==> src/rtl/dec_pcm_out.sv <==
// dec_pcm_out: G.711 u-law/A-law compression of decoded samples, code FIFO and serial PCM shifter
module dec_pcm_out #(
  parameter int FIFO_DEPTH = 4
) (
  input  logic        clk,
  input  logic        reset,
  input  logic        scan_in0,
  input  logic        scan_en,
  output logic        scan_out0,
  input  logic [13:0] sr,
  input  logic        sr_valid,
  output logic        sr_ready,
  input  logic        law,
  input  logic        pcm_fs,
  input  logic        pcm_bit_en,
  output logic        pcm_sd,
  output logic        pcm_oe,
  output logic        underrun,
  output logic        fs_err
);
  localparam int AW = $clog2(FIFO_DEPTH);
  typedef enum logic {IDLE, SHIFT} state_t;
  state_t state, state_d;
  logic [7:0] mem [FIFO_DEPTH];
  logic [AW:0] wp, rp;
  logic [7:0] sh, sh_d, code;
  logic [2:0] cnt, cnt_d;
  logic [14:0] sx, mag;
  logic [12:0] ub;
  logic [11:0] p;
  logic [2:0] useg, aseg;
  logic [3:0] umant, amant;
  logic full, empty, push;
  logic unused_scan;
  assign scan_out0 = 1'b0;
  assign unused_scan = scan_in0 ^ scan_en;
  assign empty = wp == rp;
  assign full = (wp ^ rp) == {1'b1, {AW{1'b0}}};
  assign sr_ready = !full;
  assign push = sr_valid && !full;
  assign pcm_oe = state == SHIFT;
  assign pcm_sd = pcm_oe && sh[7];
  // magnitude kept at 15 bits so that -8192 negates without overflow
  assign sx = {sr[13], sr};
  assign mag = sr[13] ? -sx : sx;
  assign ub = 13'(mag > 15'd8158 ? 15'd8158 : mag) + 13'd33;
  assign p = sr[13] ? ~sr[12:1] : sr[12:1];
  always_comb begin
    useg = 3'd0;
    aseg = 3'd0;
    for (int i = 5; i < 13; i++) if (ub[i]) useg = 3'(i - 5);
    for (int i = 5; i < 12; i++) if (p[i]) aseg = 3'(i - 4);
    umant = 4'(ub >> ({1'b0, useg} + 4'd1));
    amant = aseg < 3'd2 ? 4'(p >> 1) : 4'(p >> aseg);
    code = law ? {aseg, amant} ^ (sr[13] ? 8'h55 : 8'hD5)
               : {useg, umant} ^ (sr[13] ? 8'h7F : 8'hFF);
  end
  always_ff @(posedge clk) begin
    if (push) mem[wp[AW-1:0]] <= code;
    if (reset) begin
      wp <= '0;
      rp <= '0;
    end else begin
      if (push) wp <= wp + 1'b1;
      if (pcm_fs && !empty) rp <= rp + 1'b1;
    end
  end
  always_ff @(posedge clk) begin
    if (reset) begin
      state <= IDLE;
      sh <= '0;
      cnt <= '0;
      underrun <= 1'b0;
      fs_err <= 1'b0;
    end else begin
      state <= state_d;
      sh <= sh_d;
      cnt <= cnt_d;
      if (pcm_fs && empty) underrun <= 1'b1;
      if (pcm_fs && state == SHIFT) fs_err <= 1'b1;
    end
  end
  // frame sync always wins over the bit strobe and restarts the shifter
  always_comb begin
    state_d = state;
    sh_d = sh;
    cnt_d = cnt;
    if (pcm_fs) begin
      state_d = SHIFT;
      sh_d = empty ? (law ? 8'hD5 : 8'hFF) : mem[rp[AW-1:0]];
      cnt_d = 3'd0;
    end else if (state == SHIFT && pcm_bit_en) begin
      state_d = cnt == 3'd7 ? IDLE : SHIFT;
      sh_d = cnt == 3'd7 ? sh : {sh[6:0], 1'b0};
      cnt_d = cnt == 3'd7 ? cnt : cnt + 3'd1;
    end
  end
endmodule

==> config.mk <==
export PLATFORM = sky130hd
export DESIGN_NAME = dec_pcm_out
export DESIGN_NICKNAME = d
export VERILOG_FILES = /design/src/rtl/dec_pcm_out.sv
export SDC_FILE = /design/constraint.sdc
export NUM_CORES = 1
export LEC_CHECK = 0
export CAP_MARGIN = 30
export CORE_ASPECT_RATIO = 1.75
export CORE_UTILIZATION = 30
export CTS_BUF_LIST = sky130_fd_sc_hd__clkbuf_16
export DETAILED_ROUTE_END_ITERATION = 6
export GPL_TIMING_DRIVEN = 0
export PLACE_DENSITY = 0.58
export SYNTH_ARGS = -nofsm -noshare
export SYNTH_HDL_FRONTEND = slang
export SYNTH_SLANG_ARGS = --single-unit
==> constraint.sdc <==
create_clock -name clk -period 14.2 [get_ports clk]
set_input_delay 2.13 -clock clk [delete_from_list [all_inputs] [get_ports clk]]
set_output_delay 2.13 -clock clk [all_outputs]
set_load 0.03 [all_outputs]
# After elaboration in Yosys (flattened, before gate mapping)
# Memory sizes are Yosys's and may differ from the RTL's. A register that Yosys moved wholly into a read port is not among the register bits.
# Cells that the tools add are included.
[totals] regBits=20 out_inout_bits=6 input_bits=22 wordCells=72 n_memories=1 mem_bits_rw=32
[op_classes] magnitude_cmp=2 bitwise=5 addsub=6 mux=33 eq_ne=4 n_reduce_logical=12 shift=2
[mem_list] memory="mem" words=4 width=8 rd=1 rd_clocked_by_memory_dff=1 write_ports=1 line="24" rtl="logic [7:0] mem [FIFO_DEPTH];"
[op_table] cell="two-way mux 8 bit" count=7
[op_table] cell="two-way mux 3 bit" count=10
[op_table] cell="XOR 7 x 8 -> 8 bit" count=2
[op_table] cell="greater-than comparator 15 x 13 -> 1 bit (second input constant)" count=1
[op_table] cell="two-way mux 15 bit" count=1
[op_table] cell="negator 15 bit" count=1
[op_table] cell="adder 13 x 6 -> 13 bit (second input constant)" count=1
[op_table] cell="two-way mux 13 bit" count=1
[op_table] cell="right shift 13 x 4 -> 4 bit" count=1
[op_table] cell="two-way mux 12 bit" count=1
[op_table] cell="NOT 12 bit" count=1
[op_table] cell="right shift 12 x 3 -> 4 bit" count=1
[op_table] cell="adder 3 x 1 -> 3 bit (second input constant)" count=3
[op_table] cell="two-way mux 2 bit" count=4
[op_table] cell="two-way mux 1 bit" count=7
[op_table] cell="== test 3 bit (second input constant)" count=2
[op_table] cell="logical AND 1 bit" count=6
[op_table] cell="two-way mux 6 bit" count=1
[op_table] cell="adder 3 x 1 -> 4 bit (second input constant)" count=1
[op_table] cell="two-way mux 4 bit" count=1
[op_table] cell="AND reduction 2 bit" count=2
[op_table] cell="== test 3 bit" count=1
[op_table] cell="less-than comparator 3 x 2 -> 1 bit (second input constant)" count=1
[op_table] cell="XOR 3 bit" count=1
[op_table] cell="5 further kinds" count=6

# Longest topological paths before layout
# Gate-level depths: netlist of the first run.
[logic_depth] depth_word=16 depth_mapped=23 mapped_depth_nobuf=19

# Least setup slack after synthesis of the first run
# No wires, ideal clock.
[synth_path] kind="in2reg" start="in sr[0]" end="mem mem[0][0] (data pin)" stages=20 required_time_ps=14033 path_slack_ps=7136 path_buffers=3 setup_ps=167 arrival_ps=6897 cell_sequence="clkbuf_1 -> inv_1 -> ha_1 -> or3b_1 -> o41ai_2 -> a32oi_2 -> nor4_2 -> a31oi_2 -> o211ai_1 -> ha_1 -> inv_1 -> a211o_1 -> a2111o_1 -> or4_1 -> and3_1 -> buf_6 -> or3_1 -> buf_2 -> o221a_1 -> nor2_1"
[synth_via] elab_chain_cells=16
[synth_lines] element="start, declared" line="10" rtl="input logic [13:0] sr,"
[synth_lines] element="negator 15 bit" line="45" rtl="assign mag = sr[13] ? -sx : sx;"
[synth_lines] element="two-way mux 15 bit *" line="45"
[synth_lines] element="greater-than comparator 15 x 13 -> 1 bit" line="46" rtl="assign ub = 13'(mag > 15'd8158 ? 15'd8158 : mag) + 13'd33;"
[synth_lines] element="two-way mux 13 bit *" line="46"
[synth_lines] element="adder 13 x 6 -> 13 bit *" line="46"
[synth_lines] element="two-way mux 1 bit" line="51" rtl="for (int i = 5; i < 13; i++) if (ub[i]) useg = 3'(i - 5);"
[synth_lines] element="two-way mux 2 bit (2 in series)" line="51"
[synth_lines] element="two-way mux 3 bit (4 in series)" line="51"
[synth_lines] element="adder 3 x 1 -> 4 bit" line="53" rtl="umant = 4'(ub >> ({1'b0, useg} + 4'd1));"
[synth_lines] element="right shift 13 x 4 -> 4 bit *" line="53"
[synth_lines] element="XOR 7 x 8 -> 8 bit *" line="56" rtl=": {useg, umant} ^ (sr[13] ? 8'h7F : 8'hFF);"
[synth_lines] element="two-way mux 8 bit *" line="55" rtl="code = law ? {aseg, amant} ^ (sr[13] ? 8'h55 : 8'hD5)"
[synth_lines] element="named net code[0]" line="26" rtl="logic [7:0] sh, sh_d, code;"
[synth_lines] element="end, declared" line="24"
# The timed path passes the listed nets; every way through them passes the cells marked *.

# Final worst setup path of the first run
[layout_path] start="in sr[1]" end="mem mem[0][1] (data pin)"
[layout_via] elab_chain_cells=16 word_cells_on_any_way=21 classes_between="3 x add/sub; 1 x order compare; 2 x shift; 12 x mux; 3 x bitwise"
[layout_lines] element="negator 15 bit" line="45"
[layout_lines] element="two-way mux 15 bit" line="45"
[layout_lines] element="greater-than comparator 15 x 13 -> 1 bit" line="46"
[layout_lines] element="two-way mux 13 bit" line="46"
[layout_lines] element="adder 13 x 6 -> 13 bit" line="46"
[layout_lines] element="two-way mux 1 bit" line="51"
[layout_lines] element="two-way mux 2 bit (2 in series)" line="51"
[layout_lines] element="two-way mux 3 bit (4 in series)" line="51"
[layout_lines] element="adder 3 x 1 -> 4 bit" line="53"
[layout_lines] element="right shift 13 x 4 -> 4 bit" line="53"
[layout_lines] element="XOR 7 x 8 -> 8 bit" line="56"
[layout_lines] element="two-way mux 8 bit *" line="55"
[layout_lines] element="named net code[1]" line="26"
# Marked as above.

==> summary.txt, run 1 <==
Worst setup path
  – Startpoint types: input pin
  – Required @ worst endpoint: around 14 ns
  – Crit Path Class: in -> reg
  – Setup crit end: mem[0][1]
  – Reg-to-Reg End: sh[1]
  – Worst reg-to-reg path cell count: 5
  – Register-to-Register Setup Slack: ~12 ns
  – CP arrival: about 8.3 ns
  – CP max stage delay: approximately 0.73 ns
  – Slowest stage cell, crit path: o41ai_1
  – Crit path cell chain: clkdlybuf4s50_1 -> inv_1 -> ha_1 -> nand2b_1 -> o41ai_1 -> xor2_1 -> nor4_2 -> a31oi_2 -> o211ai_1 -> ha_1 -> inv_1 -> a211o_1 -> a2111o_1 -> or4_1 -> and3_1 -> buf_6 -> or3_1 -> buf_2 -> o22a_1 -> a2bb2oi_1
  – Reg-to-reg startpoint: cnt[0]
  – Worst setup EP type: flip-flop
  – Start point of the critical path: sr[1]
  – Worst-path maximum fanout: 9

Yosys
  – Top_reg_cell synth: edfxtp_1
  – Post-synthesis register bit count: between 50 and 60
  – Largest family of logic cells by synthesized area: compound AO/OA/AOI/OAI gates
  – Post-synthesis mux area share: about a tenth
  – Xor/xnor share of the synthesized area: about 6.5%
  – Sequential share of the synthesized area: between 30 and 40%
  – Post-synth ARST share: 0%
  – Synth Instances: 469
  – Post-synthesis simple-gate area fraction: about a fifth
  – Yosys warning count: 0
  – Synthesized cell area: 0.00420 mm²
  – Syn avg cell area: between 8 and 9 µm²
  – Adder-cell share of the synthesized area: approximately 3.0%
  – Compound-Gate Fraction of Synth Area: approximately 22%
  – Yosys cell types: 83
  – Syn nets: approximately 500
  – Number of synthesized flops with an enable pin: 32

Timing
  – Tcrit/Tclk final: between 50% and 60%
  – Fin Setup TNS: 0 ns
  – Slew of the pin with the lowest slew margin: between 0.8 and 0.9 ns
  – Final setup vio count: 0
  – Final hold violations: 0
  – Max Slew Vio Count: 0
  – Unrepaired setup endpoints after global routing: no
  – Peak Freq: approximately 120 MHz
  – Skew final: about 0.0039 ns
  – Fin crit period: around 8.3 ns
  – Relative slew slack: approximately 40%

GRT
  – Largest net degree at the start of global routing: 17
  – GRT Util Overall: about 16%
  – Antenna violations before repair: 0
  – Grt peak-use layer: met2
  – GR Layer Usage met1: approximately 15%
  – Met2 Use GR: 32.0%
  – Vias in the first global route: about 3800
  – First-pass GRT wire length: between 15000 and 20000 µm
  – Grt total ovfl: 0
  – Met3 usage: between 1.5 and 2%

Drt
  – DRT iter0 DRCs: 197
  – Remaining design rule violation count: 0
  – Drt via density: ~5.7
  – Final ANT Viol Nets: 0
  – Avg WL per Cell: around 17 µm
  – DR pass1 iterations: 4
  – Vias: 3807
  – Total Wirelength: around 12000 µm

Place
  – DP Wirelength: approximately 9000 µm
  – RD Place Congestion: slightly below 0.9
  – I/O Buffers: 20
  – Cell Area, Placed: 0.00462 mm²
  – Placed insts: approximately 660

Floorplanning
  – Core region area: 0.0135 mm²
  – Die Y: around 160 µm
  – Initial core utilization: 31.0%
  – Rows: 56
  – Chip width: about 90 µm
  – Io pins: 28
  – Die area: about 0.014 mm²

CTS
  – CTS max path bufs: 2
  – CTS tree: yes
  – Number of buffers created by CTS: 5
  – Sink Count: 54
  – CTS root buffer: clkbuf_16
  – H-tree depth: 2
  – Setup Buffers After CTS: 0
  – CTS Hold Bufs: 0
  – Post-CTS Resized: 0
  – Clk slew on worst S/H paths: approximately 0.070 ns
  – Clock latency at the later pin of the worst-skew pair: about 0.28 ns

Power
  – Overall power: a little under 500 µW
  – Worst VDD drop: about 55 µV
  – Lkg Pwr: about 1.7 nW
  – PD cells: roughly 100 mW/mm²

Job
  – Max Cap Viol: 0

Cells and area
  – Layout fillers: 1400
  – Most frequent cells in the layout: 57 x nor2_1, 32 x edfxtp_1, 31 x nand2_1, 27 x clkbuf_1
  – Final std cells w/o fill: 671
  – Layout cells sized above 1: 7.04%
  – Area grow syn2layout: 13.9%
  – Fin nets: between 500 and 600
  – Total inserted antenna cells: 0
  – Design area: 0.00478 mm²
  – Commonest non-fill, non-tap cell in the layout: nor2_1

Worst hold path
  – HP Class: reg -> reg

Outcome
  – Status: complete, no violations
[flip-flops by register name (all words and copies together), names as in the netlist, named ones only]
register  flops
cnt           3
fs_err        1
mem          32
pcm_oe        1
rp            3
sh            8
underrun      1
wp            3
[worst max-delay path, delay by kind of cell]
family,cells,cell delay (ns)
buffers and inverters,5,1.12
adder cells (fa/ha/maj),2,0.45
XOR/XNOR,1,0.35
AO/OA/AOI/OAI,7,2.61
AND/OR/NAND/NOR,5,1.67
[cell families after synthesis]
kind of cell,Yosys count
compound gates,128
other cells,1
mux,29
fa+ha+maj,10
flops,54
simple gates,170
xor+xnor,31
buf+inv,46
[synth_stat cells (all sizes together) (3+ instances only)]
cell type / n / share of area (%)
o31ai: 6 / 1.4
a2bb2oi: 3 / 0.63
a31oi: 9 / 1.5
and3: 6 / 0.89
o21ai: 24 / 2.9
dfxtp: 22 / 10
inv: 13 / 1.2
a311oi: 4 / 0.83
o211ai: 4 / 0.72
o22ai: 9 / 1.3
edfxtp: 32 / 23
nor3b: 5 / 1.0
or4: 4 / 0.89
buf: 5 / 0.92
xnor2: 20 / 4.2
nor2b: 5 / 0.75
xor2: 11 / 2.3
or2: 4 / 0.60
mux4: 8 / 4.3
a211o: 4 / 0.83
a221oi: 5 / 1.0
nor2: 57 / 5.1
mux2i: 19 / 4.5
a21oi: 23 / 2.8
ha: 10 / 3.0
nand2b: 8 / 1.2
or3: 8 / 1.2
clkbuf: 27 / 2.4
and2: 8 / 1.2
nand2: 32 / 2.9
a2111oi: 3 / 0.63
a211oi: 7 / 1.3
nand3: 6 / 0.72
nor3: 14 / 1.7
[worst min-delay path by stage]
stage / end / cells past startpoint / slack, ns / startpoint
global route: underrun / 2 / 0.49 / underrun
detailed placement: fs_err / 2 / 0.46 / fs_err
floorplan: cnt[1] / 2 / 0.50 / cnt[1]
global placement: underrun / 2 / 0.45 / underrun
CTS: fs_err / 2 / 0.48 / fs_err
finish: fs_err / 2 / 0.47 / fs_err
[power by group]
part	switching [mW]	internal (mW)
logic	0.0959	0.0644
registers	0.00584	0.183
clock network	0.0504	0.0825
total	0.152	0.330
[layer usage]
metal  share of wire [%]  vias to the layer above
met5                   0                        -
met4                 6.7                        0
met3                 3.1                       46
met2                  54                      141
met1                  36                     1804
li1                    -                     1816
[cell type report]
class                      instances  area, µm²  area share (%)
multi-input combinational        369       2600            54.4
timing repair buffer              20        200            4.19
tap                              174        218            4.55
inverter                          14       52.6            1.10
sequential                        54       1400            29.3
clock inverter                     3       41.3           0.863
buffer                            32        140            2.93
clock buffer                       5        125            2.62
[per-stage QoR]
step | util [%] | setup WS (ns) | hold slack, ns
final | 35.4 | 5.94 | 0.470
after global routing | 35.4 | 5.61 | 0.494
after CTS | 35.4 | 6.05 | 0.478
after detailed placement | 34.1 | 5.77 | 0.461
after global placement | 34.1 | 5.87 | 0.446
after floorplan | - | 7.14 | 0.502
(Power assumes the default switching activity.)
==> inputs of run 2 (changes only) <==
- PLACE_DENSITY: 0.58 -> 0.6
- clock period: 14.2 -> 7 ns (I/O delays scaled with it)
==> summary.txt, run 2 (same netlist as run 1, synthesis figures left out) <==
Cells and area
  – Number of flip-flops in the largest register: 32 (unchanged)
  – Multi-input logic area: 0.00268 mm² (+2.9%)
  – FF/Latch Area: 0.00140 mm² (unchanged)
  – Commonest non-fill, non-tap cell in the layout: nor2_1
  – Layout cells sized above 1: 8.82% (+1.8 points)
  – Area grow syn2layout: 15.7%
  – Most frequent cells in the layout: 57 x nor2_1, 32 x edfxtp_1, 31 x nand2_1, 27 x clkbuf_1
  – Fin nets: 530 (+0.38%)
  – Final std cells w/o fill: 673 (+0.30%)
  – Layout fillers: 1382 (-1.3%)
  – Total inserted antenna cells: 0 (unchanged)
  – Utilization after layout: 35.9% (+0.55 points)

Timing
  – Final hold violations: 0 (unchanged)
  – Fin Hold WS: 0.488 ns (+0.0189 ns)
  – Fin crit period: 6.74 ns
  – Max Slew Vio Count: 0 (unchanged)
  – Relative slew slack: 39.2% (-0.83 points)
  – Peak Freq: 148 MHz
  – Setup ws final: 0.259 ns (-5.68 ns)
  – Slew of the pin with the lowest slew margin: 0.904 ns (+0.0163 ns)
  – Skew final: 0.00783 ns (+0.00393 ns)
  – Final setup vio count: 0 (unchanged)
  – Tcrit/Tclk final: a little over nine tenths
  – Unrepaired setup endpoints after global routing: no

CTS
  – Clock latency at the later pin of the worst-skew pair: 0.29 ns (about the same)
  – H-tree depth: 2 (unchanged)
  – CTS tree: yes
  – CTS Hold Bufs: 0 (unchanged)
  – Clk slew on worst S/H paths: 0.07 ns (about the same)
  – CTS root buffer: clkbuf_16
  – CTS max path bufs: 2 (unchanged)
  – Sink Count: 54 (unchanged)
  – Number of buffers created by CTS: 5 (unchanged)

Worst setup path
  – WP buf/inv: 5 (unchanged)
  – Slowest stage cell, crit path: clkdlybuf4s50_1
  – Worst reg-to-reg path cell count: 5 (unchanged)
  – Startpoint types: input pin
  – Worst-path maximum fanout: 10 (+1)
  – CP max stage delay: 0.63 ns (-0.10 ns)
  – Setup crit end: mem[0][2]
  – Crit path cell chain: clkdlybuf4s50_1 -> inv_1 -> ha_1 -> clkbuf_1 -> nor4bb_1 -> o31a_1 -> a311oi_4 -> nor4_4 -> a31oi_4 -> o211ai_1 -> ha_1 -> inv_1 -> a211o_1 -> a2111o_1 -> or4_1 -> and3_1 -> buf_6 -> nor2_1 -> o32ai_1 -> a311o_1 -> o21ai_1
  – Reg-to-reg startpoint: cnt[0]
  – Reg-to-Reg End: sh[5]
  – Register-to-Register Setup Slack: 5.09 ns (-7.18 ns)
  – Levels on crit path: 21 (+5.0%)
  – Worst setup EP type: flip-flop
  – Crit Path Class: in -> reg
  – Start point of the critical path: sr[1]
  – Cell family with most CP delay: compound AO/OA/AOI/OAI gates
  – Required @ worst endpoint: 7.10 ns (-7.17 ns)
  – CP arrival: 6.84 ns (-1.49 ns)

Outcome
  – Status: complete, no violations

GRT
  – Largest net degree at the start of global routing: 19 (+2)
  – Vias in the first global route: 3794 (-1.2%)
  – Antenna violations before repair: 0 (unchanged)
  – GRT Util Overall: 16.3% (+0.18 points)
  – First-pass GRT wire length: 18600 µm (+0.19%)
  – Grt total ovfl: 0 (unchanged)

Drt
  – DRT iter0 DRCs: 204 (+3.6%)
  – Remaining design rule violation count: 0 (unchanged)
  – Total Wirelength: 11700 µm (+1.1%)
  – Drt via density: 5.57 (-1.8%)
  – DR pass1 iterations: 5 (+1)
  – Final ANT Viol Nets: 0 (unchanged)
  – Avg WL per Cell: 17.4 µm (+0.82%)
  – Vias: 3748 (-1.5%)

Floorplanning
  – Die Y: 158 µm (unchanged)
  – Initial core utilization: 31.0% (unchanged)
  – Die area: 0.0145 mm² (unchanged)
  – Io pins: 28 (unchanged)
  – Chip width: 91.4 µm (unchanged)
  – Rows: 56 (unchanged)
  – Core region area: 0.0135 mm² (unchanged)

Power
  – Lkg Pwr: 1.68 nW (+1.2%)
  – Overall power: 962 µW (+100%)
  – Worst VDD drop: 109 µV (+96%)
  – PD cells: 198 mW/mm² (+97%)

Place
  – Placed insts: 663 (unchanged)
  – Post-Place Worst Slack: -0.473 ns (-6.24 ns)
  – RD Place Congestion: 0.888 (about the same)
  – I/O Buffers: 20 (unchanged)
  – DP Wirelength: 9220 µm (+2.5%)

Job
  – Max Cap Viol: 0 (unchanged)

Worst hold path
  – Hold Path Cell Cnt: 2 (unchanged)
  – HP Class: reg -> reg
==> run 2: how the worst min path moves through the flow <==
| stage | end | slack (ns) | start |
|---|---|---|---|
| floorplan | cnt[1] | 0.50 | cnt[1] |
| global placement | underrun | 0.45 | underrun |
| detailed placement | underrun | 0.47 | underrun |
| CTS | underrun | 0.49 | underrun |
| global route | fs_err | 0.53 | fs_err |
| finish | fs_err | 0.49 | fs_err |
==> run 2: routing by layer <==
metal	share of wire, %	up-vias	track usage, %
li1	-	1824	-
met1	35	1781	15.1
met2	57	108	32.5
met3	2.9	35	1.72
met4	5.2	0	11.9
met5	0	-	0
==> run 2: through the flow <==
stage	instance area, µm²	TNS, ns
global route	4860	0
detailed placement	4620	-7.45
floorplan	4200	0
global placement	4620	-4.53
CTS	4770	0
finish	4860	0
==> run 2: final cells by class <==
| cell class | count | area share [%] |
|---|---|---|
| buffer | 32 | 2.89 |
| clock buffer | 5 | 2.58 |
| clock inverter | 3 | 0.515 |
| inverter | 14 | 1.08 |
| multi-input combinational | 369 | 55.2 |
| sequential | 54 | 28.9 |
| tap | 174 | 4.48 |
| timing repair buffer | 22 | 4.43 |
==> run 2: where the power goes <==
group / internal [mW] / switching, mW / total [mW]
logic: 0.134 / 0.200 / 0.334
clock network: 0.134 / 0.110 / 0.244
registers: 0.372 / 0.0127 / 0.384
total: 0.640 / 0.323 / 0.962
==> run 2: what timing repair did <==
action	4_1_cts	5_1_grt
setup buffers	0	2
pin swaps	0	3
resized for setup	1	9
endpoints found under the setup margin	16	20
cloned	0	0
==> run 2: worst min-delay path: cells and delay by family (launching register included) <==
| family | cells | cell delay, ns |
|---|---|---|
| flops | 1 | 0.33 |
| simple gates | 1 | 0.08 |
| compound gates | 1 | 0.04 |
==> inputs of run 3 (changes only) <==
- PLACE_DENSITY: 0.6 -> not set
==> results of run 3 <==
The final DEF is identical to that of run 2; final timing and power are the same.
